<file path="src/rtl/mips_pkg.sv">
// Shared MIPS datapath definitions: register-file geometry and the write-back entry type.
package mips_pkg;
  localparam int REG_ADDR_W = 5;
  localparam int DATA_W     = 32;
  localparam int NREGS      = 32;

  typedef struct packed {
    logic [REG_ADDR_W-1:0] wa;
    logic [DATA_W-1:0]     wd;
  } wb_entry_t;
endpackage

</file>
<file path="src/rtl/regfile_writeback_if.sv">
// Bundle of producer, issue and register-file write-port signals around the write-back stage.
interface regfile_writeback_if #(parameter int DEPTH = 4);
  import mips_pkg::*;

  logic                    alu_valid;
  logic [REG_ADDR_W-1:0]   alu_wa;
  logic [DATA_W-1:0]       alu_wd;
  logic                    mem_valid;
  logic                    mem_ready;
  logic [REG_ADDR_W-1:0]   mem_wa;
  logic [DATA_W-1:0]       mem_wd;
  logic                    iss_valid;
  logic [REG_ADDR_W-1:0]   iss_wa;
  logic                    writeReg;
  logic [REG_ADDR_W-1:0]   wa;
  logic [DATA_W-1:0]       wd;
  logic [NREGS-1:0]        busy;
  logic [$clog2(DEPTH):0]  fifo_count;

  modport master (
    output alu_valid, alu_wa, alu_wd, mem_valid, mem_wa, mem_wd, iss_valid, iss_wa,
    input  mem_ready, writeReg, wa, wd, busy, fifo_count
  );

  modport slave (
    input  alu_valid, alu_wa, alu_wd, mem_valid, mem_wa, mem_wd, iss_valid, iss_wa,
    output mem_ready, writeReg, wa, wd, busy, fifo_count
  );
endinterface

</file>
<file path="src/rtl/wb_fifo.sv">
// Small synchronous FIFO buffering long-latency results; full/empty derive from the occupancy count.
module wb_fifo
  import mips_pkg::*;
#(
  parameter int  DEPTH   = 4,
  parameter type entry_t = wb_entry_t
) (
  input  logic                   clk,
  input  logic                   rst,
  input  logic                   push,
  input  logic                   pop,
  input  entry_t                 din,
  output entry_t                 dout,
  output logic [$clog2(DEPTH):0] count,
  output logic                   full,
  output logic                   empty
);
  localparam int AW = $clog2(DEPTH);
  localparam logic [AW-1:0] PTR_ONE = AW'(1);
  localparam logic [AW:0]   CNT_ONE = (AW+1)'(1);
  localparam logic [AW:0]   CNT_MAX = (AW+1)'(DEPTH);

  entry_t        mem_r [DEPTH];
  logic [AW-1:0] wr_ptr_r;
  logic [AW-1:0] rd_ptr_r;
  logic [AW:0]   count_r;

  // Entry storage; contents need no reset since occupancy gates every read.
  always_ff @(posedge clk) begin
    if (push) begin
      mem_r[wr_ptr_r] <= din;
    end
  end

  // Pointers wrap modulo DEPTH; count tracks simultaneous push/pop.
  always_ff @(posedge clk) begin
    if (rst) begin
      wr_ptr_r <= '0;
      rd_ptr_r <= '0;
      count_r  <= '0;
    end else begin
      if (push) begin
        wr_ptr_r <= wr_ptr_r + PTR_ONE;
      end
      if (pop) begin
        rd_ptr_r <= rd_ptr_r + PTR_ONE;
      end
      case ({push, pop})
        2'b10:   count_r <= count_r + CNT_ONE;
        2'b01:   count_r <= count_r - CNT_ONE;
        default: count_r <= count_r;
      endcase
    end
  end

  assign dout  = mem_r[rd_ptr_r];
  assign count = count_r;
  assign full  = (count_r == CNT_MAX);
  assign empty = (count_r == '0);
endmodule

</file>
<file path="src/rtl/regfile_writeback.sv">
// Write-back stage: ALU-priority arbitration onto the register-file write port, plus pending-write scoreboard.
module regfile_writeback
  import mips_pkg::*;
#(
  parameter int DEPTH = 4
) (
  input  logic               clk,
  input  logic               rst,
  regfile_writeback_if.slave bus
);
  localparam int CW = $clog2(DEPTH) + 1;

  logic                  push_s;
  logic                  pop_s;
  logic                  full_s;
  logic                  empty_s;
  wb_entry_t             din_s;
  wb_entry_t             head_s;
  logic [CW-1:0]         count_s;
  logic                  sel_valid_s;
  logic [REG_ADDR_W-1:0] sel_wa_s;
  logic [DATA_W-1:0]     sel_wd_s;
  logic [NREGS-1:0]      busy_next_s;
  logic [NREGS-1:0]      busy_r;
  logic                  write_reg_r;
  logic [REG_ADDR_W-1:0] wa_r;
  logic [DATA_W-1:0]     wd_r;

  assign bus.mem_ready = !full_s && !rst;
  assign push_s        = bus.mem_valid && !full_s && !rst;
  assign pop_s         = !bus.alu_valid && !empty_s;
  assign din_s         = {bus.mem_wa, bus.mem_wd};

  wb_fifo #(.DEPTH(DEPTH), .entry_t(wb_entry_t)) u_fifo (
    .clk   (clk),
    .rst   (rst),
    .push  (push_s),
    .pop   (pop_s),
    .din   (din_s),
    .dout  (head_s),
    .count (count_s),
    .full  (full_s),
    .empty (empty_s)
  );

  // Port arbitration: ALU wins, otherwise drain the FIFO head.
  always_comb begin
    sel_valid_s = 1'b0;
    sel_wa_s    = '0;
    sel_wd_s    = '0;
    if (bus.alu_valid) begin
      sel_valid_s = 1'b1;
      sel_wa_s    = bus.alu_wa;
      sel_wd_s    = bus.alu_wd;
    end else if (pop_s) begin
      sel_valid_s = 1'b1;
      sel_wa_s    = head_s.wa;
      sel_wd_s    = head_s.wd;
    end else begin
      sel_valid_s = 1'b0;
    end
  end

  // Scoreboard update: clear on pop, then set on issue so a same-cycle set wins.
  always_comb begin
    busy_next_s = busy_r;
    if (pop_s) begin
      busy_next_s[head_s.wa] = 1'b0;
    end else begin
      busy_next_s = busy_r;
    end
    if (bus.iss_valid && (bus.iss_wa != '0)) begin
      busy_next_s[bus.iss_wa] = 1'b1;
    end else begin
      busy_next_s[0] = 1'b0;
    end
    busy_next_s[0] = 1'b0;
  end

  // Registered write port and scoreboard; $0 selections are consumed without a write.
  always_ff @(posedge clk) begin
    if (rst) begin
      write_reg_r <= 1'b0;
      wa_r        <= '0;
      wd_r        <= '0;
      busy_r      <= '0;
    end else begin
      write_reg_r <= sel_valid_s && (sel_wa_s != '0);
      if (sel_valid_s) begin
        wa_r <= sel_wa_s;
        wd_r <= sel_wd_s;
      end
      busy_r <= busy_next_s;
    end
  end

  assign bus.writeReg   = write_reg_r;
  assign bus.wa         = wa_r;
  assign bus.wd         = wd_r;
  assign bus.busy       = busy_r;
  assign bus.fifo_count = count_s;
endmodule
</file>
<file path="src/flat_wrapper.sv">
// flat-port wrapper written by rule: the top's interface ports become plain ports
module regfile_writeback_flat import mips_pkg::*;
#(
  parameter int DEPTH = 4
)
  (clk, rst, bus_alu_valid, bus_alu_wa, bus_alu_wd, bus_mem_valid, bus_mem_wa, bus_mem_wd, bus_iss_valid, bus_iss_wa, bus_mem_ready, bus_writeReg, bus_wa, bus_wd, bus_busy, bus_fifo_count);
  regfile_writeback_if #(.DEPTH(DEPTH)) bus_i ();
  input  logic clk;
  input  logic rst;
  input wire logic [$bits(bus_i.alu_valid)-1:0] bus_alu_valid;
  input wire logic [$bits(bus_i.alu_wa)-1:0] bus_alu_wa;
  input wire logic [$bits(bus_i.alu_wd)-1:0] bus_alu_wd;
  input wire logic [$bits(bus_i.mem_valid)-1:0] bus_mem_valid;
  input wire logic [$bits(bus_i.mem_wa)-1:0] bus_mem_wa;
  input wire logic [$bits(bus_i.mem_wd)-1:0] bus_mem_wd;
  input wire logic [$bits(bus_i.iss_valid)-1:0] bus_iss_valid;
  input wire logic [$bits(bus_i.iss_wa)-1:0] bus_iss_wa;
  output wire logic [$bits(bus_i.mem_ready)-1:0] bus_mem_ready;
  output wire logic [$bits(bus_i.writeReg)-1:0] bus_writeReg;
  output wire logic [$bits(bus_i.wa)-1:0] bus_wa;
  output wire logic [$bits(bus_i.wd)-1:0] bus_wd;
  output wire logic [$bits(bus_i.busy)-1:0] bus_busy;
  output wire logic [$bits(bus_i.fifo_count)-1:0] bus_fifo_count;
  assign bus_i.alu_valid = bus_alu_valid;
  assign bus_i.alu_wa = bus_alu_wa;
  assign bus_i.alu_wd = bus_alu_wd;
  assign bus_i.mem_valid = bus_mem_valid;
  assign bus_i.mem_wa = bus_mem_wa;
  assign bus_i.mem_wd = bus_mem_wd;
  assign bus_i.iss_valid = bus_iss_valid;
  assign bus_i.iss_wa = bus_iss_wa;
  assign bus_mem_ready = bus_i.mem_ready;
  assign bus_writeReg = bus_i.writeReg;
  assign bus_wa = bus_i.wa;
  assign bus_wd = bus_i.wd;
  assign bus_busy = bus_i.busy;
  assign bus_fifo_count = bus_i.fifo_count;
  regfile_writeback #(.DEPTH(DEPTH)) u_core (.clk(clk), .rst(rst), .bus(bus_i));
endmodule
</file>
<file path="config.mk">
export PLATFORM = sky130hd
export DESIGN_NAME = regfile_writeback_flat
export DESIGN_NICKNAME = d
export VERILOG_FILES = /design/src/rtl/mips_pkg.sv /design/src/rtl/regfile_writeback_if.sv /design/src/rtl/wb_fifo.sv /design/src/rtl/regfile_writeback.sv /design/src/flat_wrapper.sv
export SDC_FILE = /design/constraint.sdc
export NUM_CORES = 1
export LEC_CHECK = 0
export ABC_CLOCK_PERIOD_IN_PS = 2570
export CORE_ASPECT_RATIO = 0.75
export CORE_MARGIN = 3
export CORE_UTILIZATION = 40
export CTS_BUF_LIST = sky130_fd_sc_hd__clkbuf_4 sky130_fd_sc_hd__clkbuf_8
export DETAILED_ROUTE_END_ITERATION = 10
export HOLD_SLACK_MARGIN = 0.08
export PLACE_DENSITY = 0.63
export SLEW_MARGIN = 20
export SYNTH_ARGS = -nofsm -noshare
export SYNTH_HDL_FRONTEND = slang
export SYNTH_SLANG_ARGS = --single-unit
</file>
<file path="constraint.sdc">
create_clock -name clk -period 2.57 [get_ports clk]
set_input_delay 0.514 -clock clk [delete_from_list [all_inputs] [get_ports clk]]
set_output_delay 0.514 -clock clk [all_outputs]
set_load 0.05 [all_outputs]
</file>
# Word-level counts from Yosys, hierarchy flattened
# Memories as Yosys holds them, arrays and structs flattened. A register that Yosys moved wholly into a read port is not among the register bits.
# Index checks and enable logic that the tools add are counted.
[classes]
reduce_logical = 16
n_addsub = 4
n_eq_ne = 3
magnitude_cmp = 4
mux = 17
bitwise = 3
[ops]
columns = ["cell", "n"]
rows = [
  ["$mux 32", 3],
  ["$and 32x32->32", 1],
  ["$not 32->32", 1],
  ["$or 32x32->32", 1],
  ["$mux 31", 1],
  ["$lt 5x6->1 const B", 2],
  ["$demux 1 s5", 2],
  ["$ge 5x1->1 const B", 2],
  ["$mux 5", 2],
  ["$reduce_bool 5->1", 2],
  ["$logic_and 1x1->1", 8],
  ["$mux 1", 6],
  ["$pmux 3 s2", 1],
  ["$add 2x1->2 const B", 2],
  ["$logic_not 1->1", 4],
  ["$mux 2", 2],
  ["$add 3x1->3 const B", 1],
  ["$eq 3x3->1 const B", 1],
  ["$logic_not 3->1", 1],
  ["$sub 3x1->3 const B", 1],
  ["$eq 2x1->1 const B", 1],
  ["$eq 2x2->1 const B", 1],
  ["$reduce_bool 2->1", 1],
]
[totals]
elab_cells = 56
n_memories = 1
ff_bits = 77
ram_bits = 148
[mem_list]
columns = ["name", "words", "word_bits", "rd", "rd_ports_with_merged_regs", "wr", "line_no", "rtl"]
rows = [
  ["u_core.u_fifo.mem_r", 4, 37, 1, 1, 1, "wb_fifo.sv:23", "entry_t mem_r [DEPTH];"],
]

# Logic depth before layout (Yosys ltp)
[depth]
word_depth = 9
mapped_depth = 9
ltp_nobuf = 9

# Modules after synthesis
# A second synthesis with hierarchy kept.
[hier_totals]
cells_unflattened = 569
area_unflattened_um2 = 8993.6
[by_module_without_submodules]
columns = ["mod", "area_per_inst_um2", "seq_area_each_um2", "cells_per_inst", "instances"]
rows = [
  ["wb_fifo", 5829.3, 4624.4, 240, 1],
  ["regfile_writeback", 3164.3, 1381.3, 329, 1],
]

# Worst setup path before layout
# Ideal clock, no wire load.
[synth_path]
kind = "register -> register"
from = "register u_core.u_fifo.count_r[0] (netlist: u_core.u_fifo.count[0])"
to = "memory u_core.u_fifo.mem_r[1][0] (netlist bit), enable pin"
t_required_ps = 2172
path_stages_with_launch = 4
path_buffers = 0
path_slack_ps = -64
arrival_ps = 2236
path_cell_list = "dfxtp_1 > nor3b_1 > nor3_1 > and2_1"
[synth_via]
elab_chain_len = 6
[synth_lines]
columns = ["element", "line_no", "rtl"]
rows = [
  ["start: declaration", "wb_fifo.sv:26", "logic [AW:0] count_r;"],
  ["start signal: assignment", "wb_fifo.sv:49", "2'b10: count_r <= count_r + CNT_ONE;"],
  ["start signal: assignment", "wb_fifo.sv:50", "2'b01: count_r <= count_r - CNT_ONE;"],
  ["start signal: assignment", "wb_fifo.sv:51", "default: count_r <= count_r;"],
  ["$eq 3x3->1", "wb_fifo.sv:58", "assign full = (count_r == CNT_MAX);"],
  ["$logic_not 1->1", "regfile_writeback.sv:30", "assign push_s = bus.mem_valid && !full_s && !rst;"],
  ["$logic_and 1x1->1 (2 in a row)", "regfile_writeback.sv:30", ""],
  ["$mux 1", "wb_fifo.sv:30", "if (push) begin"],
  ["$mux 1 (implied by the code)", "wb_fifo.sv:31", "mem_r[wr_ptr_r] <= din;"],
  ["end: declaration", "wb_fifo.sv:23", ""],
]
# Every way passes these cells.

# Final worst setup path
[layout_path]
from = "register u_core.u_fifo.count_r[0] (netlist: u_core.u_fifo.count[0])"
to = "output port bus_fifo_count[0]"
[layout_lines]
columns = ["element", "line_no", "rtl"]
rows = [
  ["end: declaration", "flat_wrapper.sv:23", "output wire logic [$bits(bus_i.fifo_count)-1:0] bus_fifo_count;"],
]
# No word-level cell between the ends.

==> qor.txt <==
Outcome = finished clean
Net Sw Frac = 32.3%
First-pass GRT wire length = 34700 µm
Post-Syn Nets = 726
Most frequent cells in the layout = clkdlybuf4s50_1, edfxtp_1, dfxtp_1
Synth Cell Area = 0.00909 mm²
Area grow syn2layout = 29.8%
Setup bufs post-CTS = 0
Hold slack = 372 ps
Final min period = 2390 ps
ANT nets after route = 0
Worst endpoint data arrival time = 1880 ps
Post-synth EDFFs = 148
Tcrit/Tclk final = 93.1%
Drt total wl = 22300 µm
Critical-path cell list = clkdlybuf4s50_1
Psw = 3.36 mW
Via-per-instance ratio = 5.51
Slowest stage delay, CP = 880 ps
FMAX = 418 MHz
Initial DRC Count = 489
Internal = 7.05 mW
Routing usage on met1 = 24.9%
Relative slew margins = 55.2%
Met2 Resource Use GR = 27.7%
Avg Inst Size Synth = 14.3 µm²
Worst Setup Start Kind = flop
Core ar. = 0.0222 mm²
PwrDens = 882 mW/mm²
Gpl congestion = 0.813
Total track usage = 18.0%
Vias in the first global route = 6332
Initial Util = 41.0%
Die height = 137 µm
Layout Nets = 891
Crit path max-delay family = buffers and inverters
First-pass DRT Iterations = 5
Most common cell after layout, fill and taps aside = clkdlybuf4s50_1
Peak supply drop = 0.000541 V
Number of buffers and inverters on the critical path = 1
Critical Path Source = u_core.u_fifo.count[0]$_SDFFE_PP0P_
Post-Route Setup TNS = 0 ps
Vias = 6181
Total power draw = 10.4 mW
Hpwl dp = 14200 µm
Cts bufs inserted = 38
Clock power share = 31.8%
Max Cap Viol = 0
Post-route insts no fill = 1122
Clk_skew = 20.7 ps
Core Util, Final = 53.2%
Hold Fails Final Rpt = 0
Sequential area share after synthesis = 66.1%
CP endpoint kind = output pin
Bufs on Longest Clock Path = 3
Row Count = 47
Clk Latency, worst-skew pair = 530 ps
TritonCTS clock tree = yes
RSZ-0062 raised after global routing = no
Clk slew on worst S/H paths = 60 ps
Library cells used by synthesis = 43
Worst-path maximum fanout = 6
DRC errors left = 0
Setup violators final = 0
Flip-flop and latch count after synthesis = 226
# clock sinks = 226
Average wire per standard cell = 19.9 µm
Clock root cell = clkbuf_8
Seq pwr share = 41.3%
Hold_sp = bus_alu_valid
Logic pwr share = 26.9%
Die span in x = 180 µm
Largest net degree at the start of global routing = 57
Slew Limit Fails = 0
WP data required = 2060 ps
Mapped Cells = 636
Main synth FF type = edfxtp_1
Worst R2R Start = u_core.u_fifo.count[2]$_SDFFE_PP0P_
Total die area = 0.0246 mm²
Leakage power = 4.03 nW
Post-Place Cells = 1055
Crit path kind = reg -> out
CTS H-Tree Depth = 2
IO Port Bufs = 156
Met3 usage = 5.87%
Worst path slowest cell = clkdlybuf4s50_1
Initial antenna violation count = 3
Grt total ovfl = 0
Post-synth ARST share = 0%
Global routing's busiest layer = met2
Hold_buf cts = 0
Diodes inserted = 0
# IOs = 158
Worst-margin pin slew = 672 ps
Ratio of cells with drive above 1 in the final layout = 17.6%
Synth warnings = 0
Min-delay worst type = in -> reg
-- layout make-up --
cell class	count	area [µm²]
Clock buffer	55	676
Fill cell	1799	10400
Multi-Input combinational cell	307	2660
Sequential cell	226	6010
Clock inverter	12	116
Tap cell	294	368
Timing Repair Buffer	181	1790
Inverter	47	176
-- sequential cells by signal, indices dropped and copies added, names as in the netlist, named ones only --
name	cells
u_core.bus.busy	31
u_core.bus.wa	5
u_core.bus.wd	32
u_core.bus.writeReg	1
u_core.u_fifo.count	3
u_core.u_fifo.mem_r	148
u_core.u_fifo.rd_ptr_r	2
u_core.u_fifo.wr_ptr_r	2
-- power groups by stage --
stage | Combinational (mW) | Clock, mW | Sequential (mW)
after floorplan | 1.46 | 0 | 4.80
after global placement | 2.76 | 0 | 4.36
after detailed placement | 2.82 | 0 | 4.37
after CTS | 2.84 | 3.40 | 4.30
after global routing | 3.02 | 3.58 | 4.33
final | 2.80 | 3.31 | 4.30
-- final timing paths --
| check | to | slack [ps] | cells past startpoint |
|---|---|---|---|
| worst max-delay path | bus_fifo_count[0] | 180 | 1 |
| worst min-delay path | u_core.bus.writeReg$_SDFF_PP0_ | 370 | 3 |
| worst max register to register | u_core.u_fifo.count[2]$_SDFFE_PP0P_ | 210 | 9 |
| worst min register to register | flop | 480 | 2 |
-- kinds of logic (layout without fill, tap and decap cells) --
kind of cell | after synthesis | after routing | share of synthesized area [%]
AO/OA/AOI/OAI | 163 | 163 | 12.6
XOR/XNOR | 2 | 2 | 0.193
adder cells (fa/ha/maj) | 6 | 6 | 0.909
buffers and inverters | 103 | 295 | 4.74
flip-flops | 226 | 226 | 66.1
multiplexers | 38 | 38 | 9.29
other | 1 | 1 | 0.0413
AND/OR/NAND/NOR | 97 | 97 | 6.18
-- what timing repair did --
action                                  CTS  global route
gates resized for setup                   0             1
hold endpoints to repair                  0             0
endpoints found under the setup margin    0             1
-- metal layers --
metal,share of wire (%),routed length [µm],vias up
li1,-,-,2802
met1,44,9900,3054
met2,45,10200,276
met3,8.4,1870,43
met4,1.6,365,6
met5,0.21,47,-
-- cell usage after synthesis, types with 5 or more instances --
master / count / share of area [%]
a21oi_1: 55 / 3.0
a221oi_1: 38 / 3.7
a22oi_1: 28 / 2.3
a31oi_1: 18 / 1.2
a41oi_1: 14 / 1.3
and2_1: 5 / 0.34
buf_1: 11 / 0.45
buf_2: 8 / 0.44
clkbuf_1: 32 / 1.3
dfxtp_1: 78 / 17
edfxtp_1: 148 / 49
ha_1: 5 / 0.69
inv_1: 47 / 1.9
mux4_2: 37 / 9.2
nand2_1: 53 / 2.2
nor2_1: 7 / 0.29
-- per-stage QoR --
step | cell area [µm²] | setup slack, ps
2_1_floorplan | 9090 | 63.3
3_3_place_gp | 11000 | 180
3_5_place_dp | 11000 | 24.5
4_1_cts | 11800 | 111
5_1_grt | 11800 | 91.5
6_report | 11800 | 177
No activity file was read; power rests on OpenSTA's default activity.
